$ cat config.mk
export PLATFORM = sky130hd
export DESIGN_NAME = div_result_serializer
export DESIGN_NICKNAME = d
export VERILOG_FILES = /design/src/rtl/div_result_serializer.sv
export SDC_FILE = /design/constraint.sdc
export NUM_CORES = 1
export LEC_CHECK = 0
export BUFFER_PORTS_ARGS = -buffer_cell sky130_fd_sc_hd__clkbuf_2
export CAP_MARGIN = 5
export CORE_ASPECT_RATIO = 1.4
export CORE_UTILIZATION = 60
export DETAILED_ROUTE_END_ITERATION = 7
export HOLD_SLACK_MARGIN = 0.08
export PLACE_DENSITY = 0.91
export SETUP_SLACK_MARGIN = 0.4
export SKIP_CTS_REPAIR_TIMING = 1
export SYNTH_ARGS = -nofsm -noshare
export SYNTH_HDL_FRONTEND = slang
export SYNTH_SLANG_ARGS = --single-unit
$ cat constraint.sdc
create_clock -name clk -period 4.5 [get_ports clk]
set_clock_uncertainty 0.05 [all_clocks]
set_input_delay 1.35 -clock clk [delete_from_list [all_inputs] [get_ports clk]]
set_output_delay 1.35 -clock clk [all_outputs]
set_load 0.03 [all_outputs]
$ cat src/rtl/div_result_serializer.sv
// div_result_serializer
// Captures one quotient/remainder pair from the divider, together with a
// divide-by-zero flag. It then shifts the pair out MSB first on a single
// idle-high line, as a framed bitstream:
//   start(0) | 8 data bits | [even parity] | dz flag | stop(1)
// Every bit is held for BIT_CYCLES clocks.
//
// state    | meaning
// ---------+-------------------------------------------------------------
// S_IDLE   | line high, in_ready=1, waiting for in_valid
// S_START  | start bit (0)
// S_DATA   | data bit data[7-k], k = bit_idx = 0..7
// S_PARITY | even parity over data (reachable only when PARITY_EN != 0)
// S_FLAG   | divide-by-zero flag captured from the divisor
// S_STOP   | stop bit (1); leaving it raises done for one cycle

module div_result_serializer #(
    parameter int BIT_CYCLES = 4,
    parameter int PARITY_EN  = 1
) (
    input  logic       clk,
    input  logic       rst,
    input  logic       in_valid,
    output logic       in_ready,
    input  logic [3:0] quotient,
    input  logic [3:0] remainder,
    input  logic [3:0] divisor,
    output logic       ser_out,
    output logic       busy,
    output logic       done
);

    typedef enum logic [2:0] {
        S_IDLE   = 3'd0,
        S_START  = 3'd1,
        S_DATA   = 3'd2,
        S_PARITY = 3'd3,
        S_FLAG   = 3'd4,
        S_STOP   = 3'd5
    } state_t;

    localparam logic [7:0] CYC_LAST = 8'(BIT_CYCLES - 1);

    state_t     state;
    state_t     state_nxt;
    logic [7:0] cyc;
    logic [7:0] cyc_nxt;
    logic [2:0] bit_idx;
    logic [2:0] bit_idx_nxt;
    logic [7:0] data_q;
    logic [7:0] data_nxt;
    logic       dz_q;
    logic       dz_nxt;
    logic       par_q;
    logic       par_nxt;
    logic       ser_nxt;
    logic       done_nxt;
    logic       capture;
    logic       cyc_last;

    // Handshake and status are plain decodes of the state register, so
    // in_ready has no combinational path from in_valid.
    assign in_ready = (state == S_IDLE);
    assign busy     = (state != S_IDLE);
    assign capture  = in_valid && in_ready;
    assign cyc_last = (cyc == CYC_LAST);

    // Next-state, bit timing, capture and registered-output next values.
    always_comb begin
        state_nxt   = state;
        cyc_nxt     = cyc;
        bit_idx_nxt = bit_idx;
        data_nxt    = data_q;
        dz_nxt      = dz_q;
        par_nxt     = par_q;
        done_nxt    = 1'b0;

        if (state == S_IDLE) begin
            cyc_nxt     = 8'd0;
            bit_idx_nxt = 3'd0;
            if (capture) begin
                data_nxt  = {quotient, remainder};
                dz_nxt    = (divisor == 4'd0);
                par_nxt   = ^{quotient, remainder};
                state_nxt = S_START;
            end
        end else if (!cyc_last) begin
            cyc_nxt = cyc + 8'd1;
        end else begin
            // The last clock of the current bit has been reached: restart
            // the bit timer and move to the next bit or state.
            cyc_nxt = 8'd0;
            case (state)
                S_START: begin
                    state_nxt   = S_DATA;
                    bit_idx_nxt = 3'd0;
                end
                S_DATA: begin
                    if (bit_idx == 3'd7) begin
                        bit_idx_nxt = 3'd0;
                        state_nxt   = (PARITY_EN != 0) ? S_PARITY : S_FLAG;
                    end else begin
                        bit_idx_nxt = bit_idx + 3'd1;
                    end
                end
                S_PARITY: state_nxt = S_FLAG;
                S_FLAG:   state_nxt = S_STOP;
                S_STOP: begin
                    state_nxt = S_IDLE;
                    done_nxt  = 1'b1;
                end
                default:  state_nxt = S_IDLE;
            endcase
        end

        // ser_out is registered. It is derived from the state being entered,
        // so the line changes on the same edge as the state register.
        case (state_nxt)
            S_IDLE:   ser_nxt = 1'b1;
            S_START:  ser_nxt = 1'b0;
            S_DATA:   ser_nxt = data_nxt[3'd7 - bit_idx_nxt];
            S_PARITY: ser_nxt = par_nxt;
            S_FLAG:   ser_nxt = dz_nxt;
            S_STOP:   ser_nxt = 1'b1;
            default:  ser_nxt = 1'b1;
        endcase
    end

    // State, timers, capture register and registered outputs.
    // Reset abandons any frame in flight and does not raise done.
    always_ff @(posedge clk) begin
        if (rst) begin
            state   <= S_IDLE;
            cyc     <= 8'd0;
            bit_idx <= 3'd0;
            data_q  <= 8'd0;
            dz_q    <= 1'b0;
            par_q   <= 1'b0;
            ser_out <= 1'b1;
            done    <= 1'b0;
        end else begin
            state   <= state_nxt;
            cyc     <= cyc_nxt;
            bit_idx <= bit_idx_nxt;
            data_q  <= data_nxt;
            dz_q    <= dz_nxt;
            par_q   <= par_nxt;
            ser_out <= ser_nxt;
            done    <= done_nxt;
        end
    end

endmodule
After elaboration in Yosys (flattened, before gate mapping):

Index checks and enable logic that the tools add are counted.

* flip-flop bits (word level): 26
* output and inout bits: 4
* word-level logic and storage cells: 50

* $add $sub $neg: 3
* $lt $le $gt $ge: 1
* equal/unequal tests: 11
* muxes and demuxes: 19
* bitwise logic cells: 1
* reductions and logical operators: 7

Operators by type and width (number)
* $mux W3: 7
* $mux W8: 2
* $eq A3 B2 Y1 const B: 4
* $eq A3 B3 Y1 const B: 4
* $pmux W3 S4: 1
* $add A8 B1 Y8 const B: 1
* $eq A8 B2 Y1 const B: 1
* $reduce_xor A8 Y1: 1
* $eq A3 B1 Y1 const B: 2
* $mux W1: 6
* $pmux W3 S2: 1
* $reduce_or A3 Y1: 2
* $logic_not A4 Y1: 1
* $lt A3 B4 Y1 const B: 1
* $pmux W1 S4: 1
* $add A3 B1 Y3 const B: 1
* $bmux W1 S3: 1
* $logic_not A3 Y1: 1
* $reduce_bool A3 Y1: 1
* $sub A3 B3 Y3 const A: 1
* $logic_and A1 B1 Y1: 1
* $not A1 Y1: 1

Logic depth before layout (Yosys ltp):

Gate-level depths: netlist (run 1).

* depth after elaboration: 9
* gate-level depth with buffers: 9

Least setup slack after synthesis (run 1):

No wires, ideal clock.

* kind: register -> output
* start: register state[0]
* end: output port busy
* arrival time: 1.512 ns
* required time: 3.100 ns
* setup slack: 1.588 ns
* cell stages (with the launch flop): 3
* buffers on the path: 0
* cell sequence: dfxtp_1 nor3_1 inv_1

* cells in the longest elaborated chain, start to end: 1

Ends and longest elaborated chain
* start: declaration: line 44 `state_t state;`
* start signal: assignment: line 142 `state <= state_nxt;`
* $reduce_bool A3 Y1: line 64 `assign busy = (state != S_IDLE);`
* end: declaration: line 29 `output logic busy,`

Every way passes these cells.

Worst setup path in the final report (run 1):

* start: register state[0]
* end: output port in_ready

* cells in the longest elaborated chain, start to end: 1

Ends and longest elaborated chain
* $logic_not A3 Y1: line 63 `assign in_ready = (state == S_IDLE);`
* end: declaration: line 24 `output logic in_ready,`

Every way passes these cells.

==> results of run 1 <==
==> per-stage QoR <==
| step | hold WS (ns) | instances | utilization |
|---|---|---|---|
| global placement | 0.401 | 183 | 0.671 |
| global route | 0.496 | 187 | 0.695 |
| detailed placement | 0.416 | 183 | 0.671 |
| CTS | 0.448 | 187 | 0.695 |
| floorplan | 0.388 | 149 | - |
| finish | 0.440 | 187 | 0.695 |
==> cell type report <==
type	instances	area [um^2]
tap	22	27.5
inverter	3	11.3
clock buffer	3	22.5
clock inverter	1	30.0
multi-input combinational	114	795
timing repair buffer	18	90.1
fill	167	656
sequential	26	520
==> logic make-up (layout without fill, tap and decap cells) <==
kind of cell | count (synthesis) | count (layout) | synth area share
AO/OA/AOI/OAI | 22 | 22 | 0.121
buffers and inverters | 9 | 25 | 0.0384
flip-flops | 26 | 26 | 0.381
AND/OR/NAND/NOR | 59 | 59 | 0.225
XOR/XNOR | 13 | 13 | 0.0833
multiplexers | 17 | 17 | 0.124
adder cells (fa/ha/maj) | 3 | 3 | 0.0275
==> Yosys cell counts <==
cell type  number
and3_1          1
ha_1            3
or2_0           1
nor2b_1         3
nor3b_1         1
o31a_2          1
or3b_2          1
o21ai_0         5
nor3_1          2
a211oi_1        2
dfxtp_1        26
buf_2           1
a311o_1         1
a21oi_1         3
a22o_2          1
xor2_1          5
a21oi_2         1
inv_1           3
a22oi_2         1
nand3b_1        1
nor4b_1         1
clkbuf_1        2
o31a_1          1
mux2i_1        17
nand4b_1        1
clkbuf_8        1
nor3_2          1
nor2_1         25
xnor2_1         8
nor4_1          3
or4_4           1
nand2_1         5
nand3_1         6
nand2b_1        1
buf_4           2
a211o_1         1
a22oi_1         2
and3_2          1
o211ai_1        2
and2_1          3
nor4bb_1        1
o221a_2         1
==> worst max-delay path, delay by kind of cell, from the launching register on <==
kind	cells	cell delay, ns
buffers and inverters	1	0.29
DFF	1	0.48
and+or+nand+nor	1	0.46
==> worst max path at each step <==
stage,from,slack (ns),to,depth (start not counted)
after floorplan,state[0],1.59,busy,2
after global routing,cyc[0],1.46,ser_out,8
after CTS,state[0],1.56,in_ready,2
after global placement,in_valid,1.41,ser_out,7
final,state[0],1.53,in_ready,2
after detailed placement,in_valid,1.30,ser_out,7
==> per-layer routing <==
metal,global-route usage,vias to the layer above
li1,-,557
met1,0.258,538
met2,0.462,34
met3,0.0245,5
met4,0.107,0
met5,0,-
==> power by group through the flow <==
stage | Clock, uW | Combinational [uW] | Sequential, uW
final | 163 | 61.7 | 244
after global routing | 170 | 68.0 | 245
after CTS | 162 | 62.1 | 244
after detailed placement | 0 | 62.0 | 249
after global placement | 0 | 59.5 | 249
after floorplan | 0 | 45.8 | 248
==> flip-flops by register name (all words and copies together) (netlist names) <==
name	flops
bit_idx	3
cyc	8
data_q	8
done	1
dz_q	1
par_q	1
ser_out	1
state	3
==> results.yml, run 1 <==
worst_setup_path:
  path_cells: "nor3_1, clkbuf_2"
  critical_path_s_slowest_cell: "dfxtp_1"
  regToRegSetupSlack_ns: 1.62
  worst-r2r-cell-count: 8
  worst_r2r_endpoint: "ser_out"
  cp_data_required_time_ns: 3.10
  worst-setup-path-type: "register to primary output"
  worstPathMaxFanout: 16
  arrival_ns: 1.57
  r2r_start: "cyc[0]"
  critical_path.endpoint_type: "primary output"
  worstSetupStartpointType: "register"
  slowest_delay_ns: 0.48
status:
  run_status: "complete, no violations"
detailed_routing:
  route.detailed.vias_per_inst: 6.06
  wl_met1_um: 1090
  detail_route.wl_per_cell_um: 14.6
  routed-via-count: 1134
  route.top_layer_used: "met4"
  drt_first_pass_iters: 4
  postRouteAntennaNets: 0
  drc_errors: 0
  routed-wl-met3_um: 118
  met2WireLength_um: 1470
  drt_iter0_drc: 22
  routed_wirelength_um: 2730
cts:
  clk-insertion-delay-late_ns: 0.33
  clock_path_buffers: 2
  clock_transition_at_the_registers_of_the_reported_paths_ns: 0.15
  h_tree_lvls: 1
  clock-root-buffer: "clkbuf_4"
  cts_inserted_buffers: 3
  numClockSinks: 26
  cts_tree: "built"
floorplanning:
  die_w_um: 42.4
  fp.coreArea_um2: 2150
  floorplan.io_pins: 19
  effective_utilization_at_floorplan: 0.635
  die_area_um2: 2480
  die_height_um: 58.5
  num_rows: 20
sta:
  max_clock_freq_ghz: 0.337
  layout_worst_path_cycle_share: 0.660
  finalWorstPathRequiredPeriod_ns: 2.97
  timing.final.max_slew_violations: 0
  report.final.setup_viol: 0
  unrepaired_setup_endpoints_after_global_routing: "no"
  final_critical_path_setup_slack_ns: 1.53
  worst_max_slew_pin_slew_ns: 0.653
  hold_viol_final: 0
  maxSlewHeadroom: 0.561
  timing.setup.tns_ns: 0
place:
  hpwl_um: 2060
  buffer_ports.inserted: 18
  place.gp.congestion: 0.837
  pre_cts_slack_ns: 1.30
  placement.cell_area_um2: 1440
finish:
  antennaDiodeCount: 0
  final_nets: 184
  finalInstanceArea_um2: 1500
  most_frequent_cells_in_the_layout: "dfxtp_1, nor2_1, clkbuf_2, mux2i_1, xnor2_1"
  most_common_library_cell_in_the_layout_ignoring_fill_and_taps: "dfxtp_1"
  post_route_cells_drive_above_1_share: 0.188
  relative_area_change_from_synthesis_to_final_layout_pct: 9.42
synth:
  syn-num-nets: 167
  synth_top_cells_by_area: "dfxtp_1, mux2i_1, nor2_1"
  synthDistinctLibCells: 42
  synthesis.instances: 149
  number_of_storage_elements_in_the_synthesis_netlist: 26
  synth.cell_area_um2: 1370
  yosys.area.top_type: "dfxtp_1"
  synthesized_area_per_cell_um2: 9.18
  yosysSeqAreaShare: 0.381
  yosys.area.top_type_share: 0.381
  ys_warn_count: 0
pwr:
  internal_power_uw: 356
  vdd_ir_drop_max_mv: 0.235
  combinationalPowerShare: 0.132
  report.power.total_uw: 468
  p_per_area_nw_per_um2: 313
  power_switching_share: 0.241
  p_clk_frac: 0.347
  net-switching-power_uw: 113
  leakage_uw: 0.000620
  power.sequential.fraction: 0.521
hold_path:
  min_to: "cyc[0]"
  min_path_type: "register to register"
  hold_path_depth: 1
  hold_path_startpoint: "cyc[0]"
flow_run:
  cap_viol_max_count: 0
global_route:
  antenna_found_initial: 0
  grt_max_degree: 17
  global_route_overflow: 0
  first_global_vias: 1108
  wire_length_of_the_first_global_routing_pass_um: 4600
  track_usage: 0.239
No activity file was read; power rests on OpenSTA's default activity.
==> inputs of run 2 (changes only) <==
--- a/config.mk
+++ b/config.mk
@@ -8,10 +8,10 @@
 export BUFFER_PORTS_ARGS = -buffer_cell sky130_fd_sc_hd__clkbuf_2
 export CAP_MARGIN = 5
 export CORE_ASPECT_RATIO = 1.4
-export CORE_UTILIZATION = 60
+export CORE_UTILIZATION = 56
 export DETAILED_ROUTE_END_ITERATION = 7
 export HOLD_SLACK_MARGIN = 0.08
-export PLACE_DENSITY = 0.91
+export PLACE_DENSITY = 0.86
 export SETUP_SLACK_MARGIN = 0.4
 export SKIP_CTS_REPAIR_TIMING = 1
 export SYNTH_ARGS = -nofsm -noshare
==> constraint.sdc (replaced) <==
create_clock -name clk -period 3 [get_ports clk]
set_clock_uncertainty 0.05 [all_clocks]
set_input_delay 0.9 -clock clk [delete_from_list [all_inputs] [get_ports clk]]
set_output_delay 0.9 -clock clk [all_outputs]
set_load 0.03 [all_outputs]
==> results.yml, run 2 (synthesis gave the netlist of run 1 again) <==
detailed_routing:
  postRouteAntennaNets: 0
  met2WireLength_um: 1510
  wl_met1_um: 1050
  route.top_layer_used: "met4"
  drt_first_pass_iters: 6
  drt_iter0_drc: 20
  detail_route.wl_per_cell_um: 14.3
  routed-via-count: 1134
  drc_errors: 1
  routed-wl-met3_um: 114
  routed_wirelength_um: 2710
  route.detailed.vias_per_inst: 5.97
cts:
  clock_path_buffers: 2
  h_tree_lvls: 1
  numClockSinks: 26
  cts_tree: "built"
  clk-insertion-delay-late_ns: 0.33
  cts_inserted_buffers: 3
  clock_transition_at_the_registers_of_the_reported_paths_ns: 0.14
  clock-root-buffer: "clkbuf_4"
sta:
  timing.setup.tns_ns: 0
  max_clock_freq_ghz: 0.404
  final_critical_path_setup_slack_ns: 0.526
  finalWorstPathRequiredPeriod_ns: 2.47
  timing.final.max_slew_violations: 0
  hold_viol_final: 0
  unrepaired_setup_endpoints_after_global_routing: "no"
  layout_worst_path_cycle_share: 0.825
  report.final.setup_viol: 0
  maxSlewHeadroom: 0.656
  worst_max_slew_pin_slew_ns: 0.515
floorplanning:
  die_w_um: 43.8
  die_height_um: 60.5
  effective_utilization_at_floorplan: 0.614
  num_rows: 20
  die_area_um2: 2650
  fp.coreArea_um2: 2230
  floorplan.io_pins: 19
worst_setup_path:
  cp_data_required_time_ns: 3.19
  worstSetupStartpointType: "register"
  critical_path.endpoint_type: "register"
  worst-setup-path-type: "register to register"
  worst-r2r-cell-count: 7
  arrival_ns: 2.66
  worstPathMaxFanout: 4
finish:
  finalInstanceArea_um2: 1560
  most_frequent_cells_in_the_layout: "nor2_1, dfxtp_1, clkbuf_2, mux2i_1, xnor2_1"
  most_common_library_cell_in_the_layout_ignoring_fill_and_taps: "nor2_1"
  layout_top_registers: "cyc x8, data_q x8"
  multi_input_comb_area_um2: 842
  relative_area_change_from_synthesis_to_final_layout_pct: 14.2
  final_cell_count_no_fill: 190
  final_nets: 187
  post_route_cells_drive_above_1_share: 0.268
  antennaDiodeCount: 0
  seqCellArea_um2: 532
  fillers: 185
pwr:
  vdd_ir_drop_max_mv: 0.414
  p_per_area_nw_per_um2: 409
  leakage_uw: 0.000647
place:
  place_inst: 184
  placement.cell_area_um2: 1460
  pre_cts_slack_ns: 0.278
  hpwl_um: 2100
  place.gp.congestion: 0.877
  buffer_ports.inserted: 18
global_route:
  first_global_vias: 1097
  track_usage: 0.233
  antenna_found_initial: 0
  wire_length_of_the_first_global_routing_pass_um: 4640
  grt_max_degree: 17
  global_route_overflow: 0
hold_path:
  min_path_type: "register to register"
  hold_path_depth: 1
status:
  violations: "design-rule violations"
  run_status: "complete, but fails checks"
flow_run:
  cap_viol_max_count: 0
-- run 2: path summary, 6_finish.rpt --
check	from	to	slack, ns
setup / recovery	cyc[3]	ser_out	0.53
hold / removal	cyc[0]	cyc[0]	0.42
setup reg to reg	cyc[3]	ser_out	0.53
hold reg to reg	cyc[0]	cyc[0]	0.42
-- run 2: worst max-delay path, cell delays in order (launching register included) --
cell and delay, ns:
dfxtp_4 0.37, or4_4 0.56, o31a_1 0.29, a211o_1 0.26
a21oi_2 0.19, mux2i_1 0.21, mux2i_1 0.10, a311o_1 0.35
-- run 2: report_power, final --
group / total (uW) / internal, uW / switching, uW
clock: 178 / 74.4 / 104
combinational: 95.7 / 42.6 / 53.0
sequential: 366 / 356 / 9.36
-- run 2: through the flow --
step	hold slack [ns]	util	total power [uW]
4_1_cts	0.447	0.670	643
5_1_grt	0.433	0.701	663
3_3_place_gp	0.402	0.654	465
6_report	0.418	0.701	639
3_5_place_dp	0.416	0.654	469
2_1_floorplan	0.388	-	441
-- run 2: cell type report --
cell class                      instances  share of cell area
Tap cell                               22              0.0176
Inverter                                3             0.00721
Timing Repair Buffer                   21              0.0721
Multi-Input combinational cell        114               0.539
Sequential cell                        26               0.341
Clock buffer                            4              0.0232
-- run 2: layer usage --
| metal | track usage | up-vias |
|---|---|---|
| met5 | 0 | - |
| met4 | 0.103 | 0 |
| met3 | 0.0327 | 4 |
| met2 | 0.443 | 33 |
| met1 | 0.251 | 525 |
| li1 | - | 572 |
